### src/rtl/pc_reg.sv
// Program counter register: holds the fetch address and advances it by PC_INC or loads a branch target.
// Latency: one cycle from is_branch/newPC to PC; PC_plus and misaligned are combinational from PC.
// Backpressure: none without PC_STALL_EN; with PC_STALL_EN, stall holds PC and overrides is_branch.
//
// Ports:
//   clk        - single clock, all state updates on the rising edge
//   reset      - asynchronous, active-low; forces PC to RESET_VECTOR immediately
//   is_branch  - level-sensitive; load newPC at each rising edge it is high
//   newPC      - 32-bit branch/jump target, loaded unmodified (misaligned targets included)
//   stall      - only when PC_STALL_EN is defined; hold PC at the edge
//   PC         - registered program counter
//   PC_plus    - PC + PC_INC, modulo 2^32, no carry out
//   misaligned - high when PC[1:0] is non-zero
//
// Optional feature macro: PC_STALL_EN (adds the stall port).

module pc_reg #(
    parameter logic [31:0] RESET_VECTOR = 32'h0000_0000,
    parameter logic [31:0] PC_INC       = 32'd4
) (
    input  logic        clk,
    input  logic        reset,
    input  logic        is_branch,
    input  logic [31:0] newPC,
`ifdef PC_STALL_EN
    input  logic        stall,
`endif
    output logic [31:0] PC,
    output logic [31:0] PC_plus,
    output logic        misaligned
);

    logic [31:0] next_pc;

    // Wrap-around is intentional: the 32-bit result simply drops the carry.
    assign PC_plus    = PC + PC_INC;

    // Derived only from the registered PC so a pending target never leaks into these outputs.
    assign misaligned = |PC[1:0];

    always_comb begin
        next_pc = is_branch ? newPC : PC_plus;
`ifdef PC_STALL_EN
        // Stall wins over a branch: the branch request is dropped, not deferred.
        if (stall) begin
            next_pc = PC;
        end
`endif
    end

    always_ff @(posedge clk or negedge reset) begin
        if (!reset) begin
            PC <= RESET_VECTOR;
        end else begin
            PC <= next_pc;
        end
    end

endmodule

### config.mk
export PLATFORM = sky130hd
export DESIGN_NAME = pc_reg
export DESIGN_NICKNAME = d
export VERILOG_FILES = /design/src/rtl/pc_reg.sv
export SDC_FILE = /design/constraint.sdc
export NUM_CORES = 1
export LEC_CHECK = 0
export BUFFER_PORTS_ARGS = -buffer_cell sky130_fd_sc_hd__buf_2
export CAP_MARGIN = 10
export CORE_MARGIN = 5
export CORE_UTILIZATION = 25
export CTS_CLUSTER_DIAMETER = 200
export DETAILED_ROUTE_END_ITERATION = 10
export HOLD_SLACK_MARGIN = 0.12
export PLACE_DENSITY = 0.59
export SLEW_MARGIN = 5
export SYNTH_ARGS = -nofsm -noshare
export SYNTH_HDL_FRONTEND = slang
export SYNTH_SLANG_ARGS = --single-unit
### constraint.sdc
create_clock -name clk -period 3.3 [get_ports clk]
set_clock_uncertainty 0.1 [all_clocks]
set_input_delay 0.495 -clock clk [delete_from_list [all_inputs] [get_ports clk]]
set_output_delay 0.495 -clock clk [all_outputs]
set_load 0.02 [all_outputs]
### Word-level counts from Yosys, hierarchy flattened

Index checks and enable logic that the tools add are counted.

* flip-flop bits (word level): 32
* input bits: 35
* logic and storage cells: 4

* add/sub/neg operators: 1
* muxes and demuxes: 1
* reduce and logical (&&, ||, !) cells: 1

Operators with widths (number)
* $add 32x3->32 const B: 1
* $mux 32: 1
* $reduce_or 2->1: 1

### Depth between registers and ports, before layout

Gate-level depths: netlist of run 1.

* depth after elaboration: 2
* depth in mapped cells: 6

### Worst setup path before layout of run 1

Ideal clock, no wire load.

* path kind: register to output
* start point: register PC[2]
* end point: output PC_plus[20]
* data arrival time: 1.866 ns
* required time: 2.705 ns
* setup slack: 0.839 ns
* stages on the path, launching flop included: 6
* cell sequence: dfrtp_1 -> ha_1 -> and3_1 -> nand3_1 -> or2_2 -> xnor2_1

* word-level cells in the longest chain between the ends: 1

Ends and longest elaborated chain
* from (decl): RTL line 28 `output logic [31:0] PC,`
* from (signal assigned): RTL line 55 `PC <= next_pc;`
* $add 32x3->32: RTL line 36 `assign PC_plus = PC + PC_INC;`
* to (decl): RTL line 29 `output logic [31:0] PC_plus,`

Every way passes these cells.

### Final worst setup path of run 1

* start point: register PC[2]
* end point: output PC_plus[30]

The elaborated chain is that of the path after synthesis.

==> run summary, run 1 <==
R2r setup slk -> 1.19 ns
Leading cell types in the layout, fill and taps excluded -> buf_2, dfrtp_1, nand2_1, mux2_2, xnor2_1
Crit path kind -> flop to output port
Yosys reg bits -> 32
Hold_buf cts -> 0
CP Max Fanout -> 8
Vias -> 1953
Crit path launch -> PC[2]
Status -> completed
Max FFs per register -> 32
Comb pwr share -> 33.9%
R2R Path End -> PC[20]
Clock tree buffer depth -> 2
Critical path startpoint category -> flop
Period minus WS final -> 2.918 ns
Drt drc -> 0
Sw Ratio -> 38.62%
Clock latency on the worst-skew pair -> 0.28 ns
R2R Path Start -> PC[2]
Highest routed metal layer -> met4
Number of vias per cell -> 4.907
Met2 wire length -> 2847 um
Inserted Clock Buffers -> 5
Mapped Cells -> 200
IO Count -> 100
Vias in the first global route -> 1961
Final Setup Violations -> 0
Synth-to-layout area growth -> 32.65%
# resized after CTS -> 0
Initial antenna violation count -> 0
Clock power share -> 24.2%
Pre-Repair DR Iteration Count -> 4
RSZ-0062 raised after global routing -> false
Top cells by area, synth -> dfrtp_1, mux2_2, xnor2_1
Initial Util -> 25.57%
Pwr Total -> 1.196 mW
Fin. Hold Viols -> 0
Syn_area_per_cell -> 9.828 um^2
Post-DRT Antenna Nets -> 0
Initial DRC count -> 37
Max H-tree Level -> 2
Reg clk slew, reported paths -> 0.07 ns
Most common cell after layout, fill and taps aside -> buf_2
Hold WC Path Type -> input pin to asynchronous set/reset pin
Maximum vdd ir drop -> 0.0002496 V
Slew at the pin closest to its max-slew limit -> 1.094 ns
Placer congestion estimate -> 0.7938
GR Util All Layers -> 12.78%
WL met3 -> 529 um
Avg WL per Cell -> 15.37 um
# rows -> 32
Netlist Area Pre-Place -> 0.001966 mm^2
Met1 WL -> 2729 um
Int Power -> 0.7341 mW
Diode count -> 0
Power density cells -> 458.7 mW/mm^2
Top flop regs -> PC x32
Cells on worst reg2reg path -> 5
Post CTS Setup Buffer Count -> 0
Fill count -> 831
Static Leak -> 1.138 nW
Sequential element share of the synthesized area -> 40.74%
Switching power -> 0.4619 mW
Yosys warning total -> 0
CP arrival -> 2.32 ns
Synth Net Count -> 236
Max_cap viols -> 0
CP endpoint kind -> output port
Final wirelength -> 6118 um
Die H -> 98.67 um
Setup TNS Final -> 0 ns
PortBufs -> 99
Clock sinks -> 32
Largest net degree at the start of global routing -> 33
Layout Nets -> 332
Die W -> 98.67 um
CP required -> 2.70 ns
CTS tree -> yes
Max Clock Freq -> 342.7 MHz
Yosys top cell by area -> dfrtp_1
Relative slew slack -> 26.98%
HPWL Detailed -> 4770 um
Flop pwr share -> 42.0%
Max-slew violations -> 0
Clock Tree Root -> clkbuf_8
Share of post-route cells with drive strength above 1 -> 45.61%
Largest reg by FF count -> PC
Die area -> 0.009736 mm^2
Yosys top cell area share -> 40.74%
GR Overflow Total -> 0
Number of library cell types mapped by synthesis -> 36
Crit share post-route -> 88.42%
Core region area -> 0.007687 mm^2
First-pass GRT wire length -> 9970 um
cell type report:
type / count / area [um^2] / area share [%]
Multi-Input combinational cell: 153 / 1084 / 41.55
Timing Repair Buffer: 100 / 503.0 / 19.29
Sequential cell: 32 / 800.8 / 30.71
Inverter: 4 / 15.01 / 0.5758
Clock buffer: 6 / 72.57 / 2.783
Clock inverter: 1 / 5.005 / 0.1919
Tap cell: 102 / 127.6 / 4.894
Yosys cell counts, drive strengths merged:
cell and number:
o211ai 3, nor3 5, nor4 4, o21ai 1, buf 5, or4 7, nand2 21, nand4 12
o31ai 7, nor2b 1, and4 6, o31a 6, mux2 16, nand2b 4, xor2 4, a221o 2
dfrtp 32, nand3 11, o311a 1, and3 1, nor2 8, a31oi 7, ha 1, o21a 2
inv 4, and2 1, a311o 1, xnor2 13, clkbuf 6, or2 8
worst max-delay path, stage by stage, from the launching register on:
cell and delay (ns):
dfrtp_1 0.44, ha_1 0.24, and3_1 0.27, nand3_1 0.27, o31a_1 0.37, or2_2 0.28, buf_2 0.16
kinds of logic (layout without fill, tap and decap cells):
family	after synthesis	in the layout	share of synthesized area (%)
XOR/XNOR	17	17	7.575
flip-flops	32	32	40.74
AND/OR/NAND/NOR	89	89	25.97
multiplexers	16	16	9.166
AO/OA/AOI/OAI	30	30	11.78
buffers and inverters	15	111	4.137
adder cells (fa/ha/maj)	1	1	0.6364
routing by layer:
layer,global-route usage (%),vias up
met4,2.836,0
met3,4.812,2
li1,-,951
met2,20.54,73
met5,0,-
met1,16.40,927
metrics by stage:
step	cell area (um^2)	hold slack (ns)	util, %	worst slack, ns	instances
finish	2608	0.1808	33.92	0.3822	398
CTS	2608	0.2190	33.92	0.3547	398
detailed placement	2530	0.4444	32.91	0.6756	391
global route	2608	0.2667	33.92	0.2236	398
global placement	2530	0.4239	32.91	0.7445	391
floorplan	1966	0.09941	-	0.8390	200
worst max-delay path by stage:
stage,endpoint,depth (start not counted)
floorplan,PC_plus[20],5
global placement,PC_plus[30],6
detailed placement,PC_plus[30],6
CTS,PC_plus[30],6
global route,PC_plus[30],6
finish,PC_plus[30],6
power groups by stage:
stage          combinational, mW  sequential [mW]  clock [mW]
2_1_floorplan              0.212            0.549           0
3_3_place_gp               0.412            0.506           0
3_5_place_dp               0.411            0.509           0
4_1_cts                    0.413            0.501       0.308
5_1_grt                    0.442            0.511       0.319
6_report                   0.405            0.502       0.289
Power figures use the tool's default switching activity.
==> inputs of run 2 (changes only) <==
- CORE_ASPECT_RATIO: default -> 0.75
==> run summary, run 2 (synthesis gave the netlist of run 1 again) <==
Flop pwr share -> 41.3% (-0.7 points)
Max Clock Freq -> 338.8 MHz (-1.1%)
CP required -> 2.70 ns (about the same)
Clock sinks -> 32 (unchanged)
GR Util All Layers -> 12.44% (-0.35 points)
Crit share post-route -> 89.43% (+1.0 points)
R2R Path End -> PC[20]
PortBufs -> 99 (unchanged)
Vias in the first global route -> 1951 (-0.51%)
CTS tree -> yes
GR Overflow Total -> 0 (unchanged)
Pre-Repair DR Iteration Count -> 4 (unchanged)
Layout Nets -> 332 (unchanged)
Switching power -> 0.4582 mW (-0.79%)
Clock power share -> 25.9% (+1.7 points)
Final wirelength -> 6091 um (-0.44%)
Status -> completed
Sw Ratio -> 37.61% (-1.0 points)
Max-slew violations -> 0 (unchanged)
Number of vias per cell -> 4.794 (-2.3%)
# rows -> 28 (-13%)
Crit path kind -> flop to output port
Comb pwr share -> 32.8% (-1.1 points)
HPWL Detailed -> 4687 um (-1.7%)
Fin. Hold Viols -> 0 (unchanged)
Diode count -> 0 (unchanged)
R2R Path Start -> PC[2]
Post-DRT Antenna Nets -> 0 (unchanged)
CP endpoint kind -> output port
Clock latency on the worst-skew pair -> 0.28 ns (about the same)
Core region area -> 0.007777 mm^2 (+1.2%)
IO Count -> 100 (unchanged)
Critical path startpoint category -> flop
Synth-to-layout area growth -> 33.48%
Die W -> 112.4 um (+14%)
Die H -> 86.79 um (-12%)
CP Max Fanout -> 8 (unchanged)
Final Setup Violations -> 0 (unchanged)
Reg clk slew, reported paths -> 0.07 ns (about the same)
# resized after CTS -> 0 (unchanged)
Share of post-route cells with drive strength above 1 -> 45.45% (-0.15 points)
Clock tree buffer depth -> 2 (unchanged)
Int Power -> 0.7600 mW (+3.5%)
Post-route cell area -> 0.002624 mm^2 (+0.62%)
Drt drc -> 0 (unchanged)
Avg WL per Cell -> 15.15 um (-1.4%)
Maximum vdd ir drop -> 0.0001962 V (-21%)
Max FFs per register -> 32 (unchanged)
Max H-tree Level -> 2 (unchanged)
Hold WC Path Type -> input pin to asynchronous set/reset pin
Power density cells -> 464.3 mW/mm^2 (+1.2%)
CP arrival -> 2.36 ns (+0.04 ns)
First-pass GRT wire length -> 9777 um (-1.9%)
Static Leak -> 1.143 nW (+0.45%)
RSZ-0062 raised after global routing -> false
Top flop regs -> PC x32
Initial DRC count -> 96 (+160%)
Period minus WS final -> 2.951 ns (+0.03344 ns)
Post CTS Setup Buffer Count -> 0 (unchanged)
Placer congestion estimate -> 0.7811 (-1.6%)
Hold_buf cts -> 0 (unchanged)
R2r setup slk -> 1.15 ns (-0.04 ns)
Leading cell types in the layout, fill and taps excluded -> buf_2, dfrtp_1, nand2_1, mux2_2, xnor2_1
Largest reg by FF count -> PC
Largest net degree at the start of global routing -> 33 (unchanged)
Inserted Clock Buffers -> 5 (unchanged)
Max_cap viols -> 0 (unchanged)
Die area -> 0.009754 mm^2 (+0.19%)
Setup TNS Final -> 0 ns (unchanged)
DP Area -> 0.002534 mm^2 (+0.15%)
Relative slew slack -> 29.57% (+2.6 points)
Initial Util -> 25.27% (-0.30 points)
Initial antenna violation count -> 0 (unchanged)
Vias -> 1927 (-1.3%)
Slew at the pin closest to its max-slew limit -> 1.055 ns (-0.03892 ns)
Clock Tree Root -> clkbuf_8
Cells on worst reg2reg path -> 5 (unchanged)
Most common cell after layout, fill and taps aside -> buf_2
run 2: metal layers:
| layer | routed length [um] | global-route usage, % | vias to the layer above |
|---|---|---|---|
| li1 | - | - | 936 |
| met1 | 2947 | 16.89 | 921 |
| met2 | 2696 | 19.85 | 65 |
| met3 | 411 | 3.768 | 5 |
| met4 | 35 | 2.293 | 0 |
| met5 | 0 | 0 | - |
run 2: critical path, stage by stage, from the launching register on:
cell and delay (ns):
dfrtp_1 0.43, ha_1 0.23, and3_1 0.30, nand3_1 0.29, o31a_1 0.38, or2_2 0.29, buf_2 0.16
run 2: how the worst max path moves through the flow:
stage | startpoint | endpoint
CTS | PC[2] | PC_plus[30]
global placement | PC[2] | PC_plus[30]
detailed placement | PC[2] | PC_plus[30]
global route | PC[2] | PC_plus[30]
finish | PC[2] | PC_plus[30]
floorplan | PC[2] | PC_plus[20]
run 2: area by class of cell:
type                       count  area (um^2)
fill                         846         5154
multi-input combinational    153         1084
sequential                    32        800.8
timing repair buffer         100        503.0
tap                          105        131.4
clock buffer                   8        90.09
inverter                       4        15.01
run 2: through the flow:
step	hold WS (ns)	util, %	setup WS, ns	std cells	total power, mW
2_1_floorplan	0.09941	-	0.8390	200	0.7606
3_3_place_gp	0.4261	32.58	0.7396	394	0.9126
3_5_place_dp	0.4313	32.58	0.6809	394	0.9160
4_1_cts	0.2135	33.74	0.3633	402	1.241
5_1_grt	0.2573	33.74	0.2090	402	1.296
6_report	0.1956	33.74	0.3488	402	1.218
run 2: power groups by stage:
stage | clock network (mW) | logic, mW | registers, mW
3_3_place_gp | 0 | 0.406 | 0.507
6_report | 0.315 | 0.400 | 0.503
2_1_floorplan | 0 | 0.212 | 0.549
3_5_place_dp | 0 | 0.406 | 0.510
4_1_cts | 0.331 | 0.407 | 0.503
5_1_grt | 0.347 | 0.433 | 0.515
